File: src/rtl/key_scan_mux.sv
// rtl/key_scan_mux.sv - debounced hex key entry into a multiplexed 7-segment display
// Optional feature: define KEY_SCAN_MUX_AUTOREPEAT_EN to auto-repeat a held key_next.
module key_scan_mux #(
  parameter int N_KEY      = 4,
  parameter int N_DIG      = 8,
  parameter int DEB_CYC    = 1000000,
  parameter int SCAN_DIV   = 50000,
  parameter int REP_DELAY  = 25000000,
  parameter int REP_PERIOD = 5000000
) (
  input  logic                     clk,
  input  logic                     rst_n,
  input  logic [N_KEY-1:0]         key_data,
  input  logic                     key_next,
  input  logic                     key_mode,
  output logic [7:0]               seg,
  output logic [N_DIG-1:0]         dig_sel,
  output logic [$clog2(N_DIG)-1:0] cursor,
  output logic                     mode
);

  localparam int NK     = N_KEY + 2;
  localparam int K_NEXT = N_KEY;
  localparam int DW     = $clog2(DEB_CYC + 1);
  localparam int SW     = (SCAN_DIV > 1) ? $clog2(SCAN_DIV) : 1;
  localparam int CW     = $clog2(N_DIG);
  localparam logic [DW-1:0] DEB_LAST  = DW'(DEB_CYC - 1);
  localparam logic [SW-1:0] SCAN_LAST = SW'(SCAN_DIV - 1);
  localparam logic [CW-1:0] DIG_LAST  = CW'(N_DIG - 1);

  if (N_KEY < 1 || N_KEY > 4 || N_DIG < 2 || N_DIG > 8 || DEB_CYC < 1 ||
      SCAN_DIV < 1 || REP_DELAY < 1 || REP_PERIOD < 1) begin : g_bad_param
    $error("key_scan_mux: parameter out of range");
  end

  // Active-low a..g glyphs for hex digits 0-F.
  function automatic logic [6:0] hex_seg(input logic [3:0] v);
    case (v)
      4'h0: hex_seg = 7'h40;
      4'h1: hex_seg = 7'h79;
      4'h2: hex_seg = 7'h24;
      4'h3: hex_seg = 7'h30;
      4'h4: hex_seg = 7'h19;
      4'h5: hex_seg = 7'h12;
      4'h6: hex_seg = 7'h02;
      4'h7: hex_seg = 7'h78;
      4'h8: hex_seg = 7'h00;
      4'h9: hex_seg = 7'h10;
      4'hA: hex_seg = 7'h08;
      4'hB: hex_seg = 7'h03;
      4'hC: hex_seg = 7'h46;
      4'hD: hex_seg = 7'h21;
      4'hE: hex_seg = 7'h06;
      default: hex_seg = 7'h0E;
    endcase
  endfunction

  // Raw key vector: data keys low, then key_next, then key_mode.
  logic [NK-1:0] raw;
  assign raw = {key_mode, key_next, key_data};

  logic [NK-1:0]         sync1_q, sync1_d, sync2_q, sync2_d;
  logic [1:0]            vld_q, vld_d;
  logic [NK-1:0]         deb_q, deb_d;
  logic [NK-1:0][DW-1:0] cnt_q, cnt_d;
  logic [1:0]            armed_q, armed_d;
  logic [1:0]            press_q, press_d;
  logic [SW-1:0]         scan_cnt_q, scan_cnt_d;
  logic [CW-1:0]         scan_idx_q, scan_idx_d;
  logic [CW-1:0]         cursor_q, cursor_d;
  logic                  mode_q, mode_d;
  logic [N_DIG-1:0][3:0] digs_q, digs_d;
  logic [7:0]            seg_q, seg_d;
  logic [N_DIG-1:0]      dig_sel_q, dig_sel_d;
  logic [N_KEY-1:0]      live_inv;
  logic [3:0]            live;
  logic                  rep_pulse;
  logic                  advance;

  // Two-stage synchronizer; vld marks when stage 2 carries real samples after reset.
  always_comb begin
    sync1_d = raw;
    sync2_d = sync1_q;
    vld_d   = {vld_q[0], 1'b1};
  end

  // Debounce: adopt the synchronized level after DEB_CYC consecutive differing cycles.
  always_comb begin
    deb_d = deb_q;
    for (int i = 0; i < NK; i++) begin
      cnt_d[i] = '0;
      if (sync2_q[i] != deb_q[i]) begin
        if (cnt_q[i] == DEB_LAST) deb_d[i] = sync2_q[i];
        else                      cnt_d[i] = cnt_q[i] + 1'b1;
      end
    end
  end

  // Press pulses for next/mode; a key must be seen released after reset before it can fire.
  always_comb begin
    for (int j = 0; j < 2; j++) begin
      armed_d[j] = armed_q[j] | (vld_q[1] & sync2_q[K_NEXT+j]);
      press_d[j] = armed_q[j] & deb_q[K_NEXT+j] & ~deb_d[K_NEXT+j];
    end
  end

  // Key front-end registers.
  always_ff @(posedge clk or negedge rst_n) begin
    if (!rst_n) begin
      sync1_q <= '1;
      sync2_q <= '1;
      vld_q   <= '0;
      deb_q   <= '1;
      cnt_q   <= '0;
      armed_q <= '0;
      press_q <= '0;
    end else begin
      sync1_q <= sync1_d;
      sync2_q <= sync2_d;
      vld_q   <= vld_d;
      deb_q   <= deb_d;
      cnt_q   <= cnt_d;
      armed_q <= armed_d;
      press_q <= press_d;
    end
  end

`ifdef KEY_SCAN_MUX_AUTOREPEAT_EN
  localparam int RW = $clog2(((REP_DELAY > REP_PERIOD) ? REP_DELAY : REP_PERIOD) + 1);
  localparam logic [RW-1:0] REP_DELAY_C  = RW'(REP_DELAY);
  localparam logic [RW-1:0] REP_PERIOD_C = RW'(REP_PERIOD);

  logic [RW-1:0] rep_cnt_q, rep_cnt_d;
  logic          rep_act_q, rep_act_d;
  logic          rep_first_q, rep_first_d;

  // Repeat timer: counts cycles since the last advance while key_next stays debounced-low.
  always_comb begin
    rep_pulse   = rep_act_q & ~deb_q[K_NEXT] &
                  (rep_cnt_q == (rep_first_q ? REP_DELAY_C : REP_PERIOD_C));
    rep_cnt_d   = rep_cnt_q + 1'b1;
    rep_act_d   = rep_act_q;
    rep_first_d = rep_first_q;
    if (press_q[0]) begin
      rep_act_d   = 1'b1;
      rep_first_d = 1'b1;
      rep_cnt_d   = RW'(1);
    end else if (!rep_act_q || deb_q[K_NEXT]) begin
      rep_act_d   = 1'b0;
      rep_first_d = 1'b0;
      rep_cnt_d   = '0;
    end else if (rep_pulse) begin
      rep_first_d = 1'b0;
      rep_cnt_d   = RW'(1);
    end
  end

  // Repeat timer registers.
  always_ff @(posedge clk or negedge rst_n) begin
    if (!rst_n) begin
      rep_cnt_q   <= '0;
      rep_act_q   <= 1'b0;
      rep_first_q <= 1'b0;
    end else begin
      rep_cnt_q   <= rep_cnt_d;
      rep_act_q   <= rep_act_d;
      rep_first_q <= rep_first_d;
    end
  end
`else
  assign rep_pulse = 1'b0;
`endif

  // Live value: pressed data keys read as 1, zero-extended to a nibble.
  assign live_inv = ~deb_q[N_KEY-1:0];
  always_comb begin
    live = '0;
    live[N_KEY-1:0] = live_inv;
  end

  // Edit state: store live value at the cursor and advance; toggle view mode.
  always_comb begin
    advance  = press_q[0] | rep_pulse;
    cursor_d = cursor_q;
    digs_d   = digs_q;
    mode_d   = mode_q ^ press_q[1];
    if (advance) begin
      digs_d[cursor_q] = live;
      cursor_d = (cursor_q == DIG_LAST) ? '0 : cursor_q + 1'b1;
    end
  end

  // Scan divider and digit index for the all-digit view.
  always_comb begin
    scan_cnt_d = scan_cnt_q + 1'b1;
    scan_idx_d = scan_idx_q;
    if (scan_cnt_q == SCAN_LAST) begin
      scan_cnt_d = '0;
      scan_idx_d = (scan_idx_q == DIG_LAST) ? '0 : scan_idx_q + 1'b1;
    end
  end

  // Display drive: scanned stored digits with cursor dp, or the live value on the cursor digit.
  always_comb begin
    logic [CW-1:0] disp_idx;
    logic [3:0]    disp_val;
    disp_idx = mode_q ? scan_idx_q : cursor_q;
    disp_val = mode_q ? digs_q[scan_idx_q] : live;
    seg_d    = {~(mode_q & (scan_idx_q == cursor_q)), hex_seg(disp_val)};
    for (int i = 0; i < N_DIG; i++) begin
      dig_sel_d[i] = (disp_idx != CW'(i));
    end
  end

  // Edit, scan and output registers.
  always_ff @(posedge clk or negedge rst_n) begin
    if (!rst_n) begin
      scan_cnt_q <= '0;
      scan_idx_q <= '0;
      cursor_q   <= '0;
      mode_q     <= 1'b0;
      digs_q     <= '0;
      seg_q      <= 8'hFF;
      dig_sel_q  <= '1;
    end else begin
      scan_cnt_q <= scan_cnt_d;
      scan_idx_q <= scan_idx_d;
      cursor_q   <= cursor_d;
      mode_q     <= mode_d;
      digs_q     <= digs_d;
      seg_q      <= seg_d;
      dig_sel_q  <= dig_sel_d;
    end
  end

  assign seg     = seg_q;
  assign dig_sel = dig_sel_q;
  assign cursor  = cursor_q;
  assign mode    = mode_q;

endmodule

File: config.mk
export PLATFORM = sky130hd
export DESIGN_NAME = key_scan_mux
export DESIGN_NICKNAME = d
export VERILOG_FILES = /design/src/rtl/key_scan_mux.sv
export SDC_FILE = /design/constraint.sdc
export NUM_CORES = 1
export LEC_CHECK = 0
export ABC_AREA = 1
export CAP_MARGIN = 5
export CORE_MARGIN = 2
export CORE_UTILIZATION = 39
export DETAILED_ROUTE_END_ITERATION = 16
export HOLD_SLACK_MARGIN = 0.06
export SLEW_MARGIN = 20
export SYNTH_ARGS = -nofsm -noshare
export SYNTH_HDL_FRONTEND = slang
export SYNTH_SLANG_ARGS = --single-unit
export TNS_END_PERCENT = 5
File: constraint.sdc
create_clock -name clk -period 1.9 [get_ports clk]
set_input_delay 0.19 -clock clk [delete_from_list [all_inputs] [get_ports clk]]
set_output_delay 0.19 -clock clk [all_outputs]
set_load 0.1 [all_outputs]
==> impl_metrics.json, run 1 <==
{
  "status": "finished clean",
  "crit_arrival_ns": 2.23,
  "grt_usage": 0.159,
  "synth.avg_cell_area_um2": 8.27,
  "swShare": 0.218,
  "diodes": 0,
  "dr_total_vias": 8483,
  "drc": 0,
  "grt_pass1_wl_um": 39100,
  "setup_slack_ns": 0.152,
  "syn-cell-area_um2": 11000,
  "io_pins": 28,
  "fin_crit_sh": 0.920,
  "viasPerCell": 4.72,
  "dp_hpwl_um": 16000,
  "cp-end-kind": "register",
  "synthCells": 1335,
  "fin_skew_ns": 0.0280,
  "worst_hold_path_type": "in2reg",
  "ys_seq_elements": 215,
  "die_w_um": 172,
  "routed_wl_um": 22400,
  "start_kind": "register",
  "cp_data_required_time_ns": 2.38,
  "worstSetupPathType": "reg2reg",
  "dpl_worst_slack_ns": 0.102,
  "place_congestion": 0.862,
  "path_clk_slew_ns": 0.06,
  "layout.cells.non_filler": 1798,
  "syn2layout_area_growth_pct": 16.0,
  "wire_per_inst_um": 12.4,
  "ys_warn_count": 0,
  "maxCapViolCount": 0,
  "clockBufferDepth": 3,
  "ir_worst_vdd_v": 0.000655,
  "path_max_fanout": 8,
  "nets": 1422,
  "grt_start_max_net_pins": 56,
  "drv_slew": 0,
  "antenna_found_initial": 0,
  "intPower_mw": 7.96,
  "setup_viol": 0,
  "dpl.cell_count": 1742,
  "gr-total-overflow": 0,
  "cts_htree_levels": 1,
  "core_um2": 27900,
  "synthTopCellsByArea": "dfrtp_1 (41%), nand2_1 (9.6%), dfstp_2 (8.1%), nor2_1 (7.3%), inv_1 (5.5%)",
  "die_h_um": 172,
  "numPortBuffers": 27,
  "rsz0062_at_grt": "no",
  "grt_pass1_vias": 8261,
  "ant_nets": 0,
  "seqPwrFrac": 0.459,
  "final_util": 0.460,
  "rows": 61,
  "synth_nets": 1358,
  "p_clk_frac": 0.514,
  "yosysTopAreaCell": "dfrtp_1",
  "die_area_um2": 29700,
  "cts_tree": "built",
  "worst_slew_pin_slew_ns": 0.502,
  "drtIter0Drc": 497,
  "ys_types": 51,
  "clock-sinks": 215,
  "clock_latency_ns": 0.55,
  "hold_viol_final": 0,
  "power.switching_mw": 2.22,
  "start_util": 0.396,
  "slew_headroom": 0.664,
  "drive_gt1_frac": 0.138,
  "drt_pre_antenna_iters": 5,
  "pwr-share-comb": 0.027,
  "seq_area_frac_synth": 0.491,
  "yosysTopAreaCellShare": 0.410,
  "power_leakage_nw": 5.80,
  "fin_setup_tns_ns": 0,
  "p_per_area_nw_per_um2": 795,
  "tritoncts.num_buffers": 27,
  "period_needed_ns": 1.75,
  "root_buffer": "clkbuf_16",
  "power_mw": 10.2,
  "max_freq_mhz": 572
}
power groups by stage:
stage               Clock, mW  Sequential (mW)  Combinational [mW]
floorplan                   0             4.75               0.112
global placement            0             4.75               0.269
finish                   5.23             4.68               0.271
detailed placement          0             4.76               0.273
global route             5.60             4.68               0.316
CTS                      5.40             4.68               0.284
sequential cells by signal (all words and copies together) (netlist names), 6 cells and up:
| register | count |
|---|---|
| scan_cnt_q | 16 |
| sync1_q | 6 |
| sync2_q | 6 |
| deb_q | 6 |
| dig_sel | 8 |
| cnt_q | 120 |
| seg | 8 |
| digs_q | 32 |
cell usage in the layout (no fill, tap or decap), types with 5 or more instances in the layout:
cell type,count
xor2_1,46
nand4_1,30
o21ai_0,51
inv_2,11
clkbuf_1,7
nor3_4,5
nand3_1,87
nand2_1,283
nor2_1,215
nor2_4,8
clkdlybuf4s50_1,6
nand3_2,15
nor2_2,11
ha_1,15
nor3b_1,5
dfrtp_1,179
nor3_1,51
clkinv_2,6
dfstp_2,34
a21oi_1,37
xnor2_1,19
clkbuf_8,5
clkbuf_16,27
dlygate4sd3_1,6
buf_4,32
inv_1,161
nand2_2,8
final cells by class:
class,count,area [um^2]
sequential,215,5430
inverter,175,661
clock buffer,39,771
timing repair buffer,49,455
clock inverter,11,151
multi-input combinational,931,4870
fill,2705,15100
tap,378,473
synthesized netlist by cell type, drive strengths merged:
master	number
nand2	293
nor2	234
dfrtp	181
inv	173
nand3	105
nor3	60
o21ai	55
xor2	46
a21oi	37
dfstp	34
nand4	32
xnor2	20
ha	15
buf	13
nand3b	7
nor3b	7
and2	3
nor4	3
a31oi	2
clkinv	2
o211ai	2
o21bai	2
or2	2
a21o	1
a311oi	1
a31o	1
clkbuf	1
conb	1
o21a	1
o22ai	1
cells by family after synthesis:
group	share of synthesized area
xor+xnor	0.0530
buf+inv	0.0689
simple gates	0.320
flops	0.491
other cells	0.000340
fa+ha+maj	0.0170
compound gates	0.0494
worst paths after layout:
| kind | slack (ns) | from | to | cells after the start |
|---|---|---|---|---|
| worst max-delay path | 0.15 | scan_idx_q[0]$_DFFE_PN0N_ | seg[6]$_DFF_PN1_ | 12 |
| worst min-delay path | 0.11 | key_data[2] | sync1_q[2]$_DFF_PN1_ | 1 |
| worst max register to register | 0.15 | scan_idx_q[0]$_DFFE_PN0N_ | seg[6]$_DFF_PN1_ | 12 |
| worst min register to register | 0.35 | vld_q[0]$_DFF_PN0_ | vld_q[1]$_DFF_PN0_ | 0 |
| max in group asynchronous | 1.04 | rst_n | deb_q[0]$_DFFE_PN1P_ | 3 |
| min in group asynchronous | 0.16 | rst_n | digs_q[6]$_DFFE_PN0P_ | 2 |
critical path: stages (launching register included):
cell     delay, ns
dfrtp_2       0.45
buf_4         0.18
nor2_1        0.10
nor2_1        0.04
nand2_1       0.06
a21oi_1       0.09
nor2_4        0.17
inv_1         0.09
ha_1          0.22
nand2_1       0.11
nand2_1       0.07
nand2_1       0.05
nand2_1       0.05
what timing repair did:
item / in CTS / in global routing
gates resized for setup: 0 / 4
endpoints found under the hold margin: 190 / 0
endpoints found under the setup margin: 0 / 4
hold buffers: 6 / 0
setup buffers: 0 / 0
through the flow:
step,hold slack [ns],cell area [um^2]
3_3_place_gp,0.134,11800
5_1_grt,0.0763,12800
6_report,0.113,12800
2_1_floorplan,-0.106,11000
4_1_cts,0.0703,12800
3_5_place_dp,0.141,11800
metal layers:
metal / GRT usage / part of all wire / vias to the layer above
li1: - / - / 4386
met1: 0.225 / 0.50 / 3934
met2: 0.254 / 0.44 / 131
met3: 0.0238 / 0.038 / 32
met4: 0.0464 / 0.021 / 0
met5: 0 / 0 / -
Power figures use the tool's default switching activity.
==> run 2, diff against run 1 <==
==> constraint.sdc (replaced) <==
create_clock -name clk -period 2.1 [get_ports clk]
set_input_delay 0.21 -clock clk [delete_from_list [all_inputs] [get_ports clk]]
set_output_delay 0.21 -clock clk [all_outputs]
set_load 0.1 [all_outputs]
==> run 2 against run 1 <==
Clock skew fell by 0.016 ns. Critical path depth shrank 1. Hold slack got worse by 0.023 ns. Sequential share of layout area rose by 0.21 points.
==> impl_metrics.json, run 2 (synthesis results as in run 1) <==
{
  "worst_hold_path_type": "in2reg",
  "drt_pre_antenna_iters": 5,
  "slew_headroom": 0.587,
  "path_max_fanout": 10,
  "timing.hold.ws_ns": 0.0899,
  "final_cell_mix": "nand2_1 (283), nor2_1 (215), dfrtp_1 (180), inv_1 (161), nand3_1 (87)",
  "viasPerCell": 4.72,
  "power.switching_mw": 1.90,
  "final_common_cell": "nand2_1",
  "die_area_um2": 29700,
  "antenna_found_initial": 0,
  "r2r_end": "seg[0]$_DFF_PN1_",
  "nets": 1415,
  "min_path_cells": 1,
  "timing.rr.start": "mode$_DFF_PN0_",
  "cp_data_required_time_ns": 2.56,
  "fin_setup_tns_ns": 0,
  "clock-sinks": 215,
  "final_cell_area_um2": 12700,
  "syn2layout_area_growth_pct": 15.3,
  "wire_per_inst_um": 12.5,
  "die_w_um": 172,
  "grt_usage": 0.159,
  "fin_crit_sh": 0.860,
  "max_freq_mhz": 554,
  "regMostFlops": "cnt_q",
  "grt_start_max_net_pins": 76,
  "gr-total-overflow": 0,
  "worst_slew_pin_slew_ns": 0.620,
  "path_clk_slew_ns": 0.06,
  "dp_hpwl_um": 16000,
  "grt_pass1_vias": 8342,
  "clock_latency_ns": 0.52,
  "clockBufferDepth": 3,
  "dpl_worst_slack_ns": 0.305,
  "start_util": 0.396,
  "ir_worst_vdd_v": 0.000783,
  "endpoint": "seg[0]$_DFF_PN1_",
  "p_clk_frac": 0.523,
  "layout.cells.non_filler": 1790,
  "final_util": 0.457,
  "seqPwrFrac": 0.451,
  "setup_viol": 0,
  "dr_total_vias": 8452,
  "fin_skew_ns": 0.0115,
  "core_um2": 27900,
  "tritoncts.num_buffers": 26,
  "routed_wl_um": 22300,
  "r2r_slack_ns": 0.29,
  "rsz0062_at_grt": "no",
  "power_mw": 9.37,
  "largest_reg_flops": 120,
  "cts_htree_levels": 1,
  "cp-end-kind": "register",
  "intPower_mw": 7.47,
  "min_from": "key_data[0]",
  "hold_viol_final": 0,
  "drive_gt1_frac": 0.135,
  "place_congestion": 0.871,
  "numPortBuffers": 27,
  "power_leakage_nw": 5.77,
  "cts_resized": 0,
  "drtIter0Drc": 739,
  "pwr-share-comb": 0.025,
  "swShare": 0.203,
  "place_area_um2": 11800,
  "rows": 61,
  "maxCapViolCount": 0,
  "drc": 0,
  "root_buffer": "clkbuf_16",
  "cts_tree": "built",
  "period_needed_ns": 1.81,
  "grt_pass1_wl_um": 39200,
  "top_regs": "cnt_q: 120 flops, digs_q: 32 flops, scan_cnt_q: 16 flops",
  "io_pins": 28,
  "crit_arrival_ns": 2.26,
  "die_h_um": 172,
  "dpl.cell_count": 1741,
  "setup_slack_ns": 0.294,
  "start_kind": "register",
  "diodes": 0,
  "status": "finished clean",
  "ant_nets": 0,
  "p_per_area_nw_per_um2": 736,
  "cts_setup_buffers": 0,
  "worstSetupPathType": "reg2reg",
  "r2r_cells": 11,
  "drv_slew": 0,
  "cp-startpoint": "mode$_DFF_PN0_"
}
## run 2: area by class of cell
type                       instances  area [um^2]
multi-input combinational        931         4860
fill                            2677        15100
clock inverter                     9          198
sequential                       215         5420
timing repair buffer              43          373
tap                              378          473
clock buffer                      39          751
inverter                         175          658
## run 2: worst min-delay path by stage
stage / endpoint / slack [ns]
2_1_floorplan: armed_q[0]$_DFF_PN0_ / -0.09
3_3_place_gp: cnt_q[64]$_DFF_PN0_ / 0.24
3_5_place_dp: cnt_q[65]$_DFF_PN0_ / 0.25
4_1_cts: sync1_q[5]$_DFF_PN1_ / 0.07
5_1_grt: sync1_q[0]$_DFF_PN1_ / 0.07
6_report: sync1_q[0]$_DFF_PN1_ / 0.09
## run 2: worst max-delay path, cell delays in order (launching register included)
cell and delay [ns]:
dfrtp_2 0.47, inv_1 0.14, nor2_2 0.23, inv_1 0.06
a21oi_1 0.18, nor2_2 0.10, inv_1 0.10, ha_1 0.18
nand4_1 0.09, nand2_1 0.07, nand2_1 0.05, nand2_1 0.07
## run 2: per-layer routing
layer / track usage / up-vias / routed length (um)
met5: 0 / - / 0
met4: 0.0435 / 0 / 525
met3: 0.0227 / 37 / 673
met2: 0.263 / 109 / 10400
met1: 0.219 / 3935 / 10700
li1: - / 4371 / -
## run 2: power by group through the flow
stage	clock (mW)	sequential (mW)	combinational, mW
after floorplan	0	4.30	0.101
after global placement	0	4.30	0.245
after detailed placement	0	4.30	0.250
after CTS	5.05	4.23	0.252
after global routing	5.20	4.23	0.281
final	4.90	4.23	0.238
## run 2: repair_timing
| item | in CTS | in global routing |
|---|---|---|
| endpoints found under the hold margin | 55 | 0 |
| endpoints found under the setup margin | 0 | 0 |
| hold buffers | 1 | 0 |
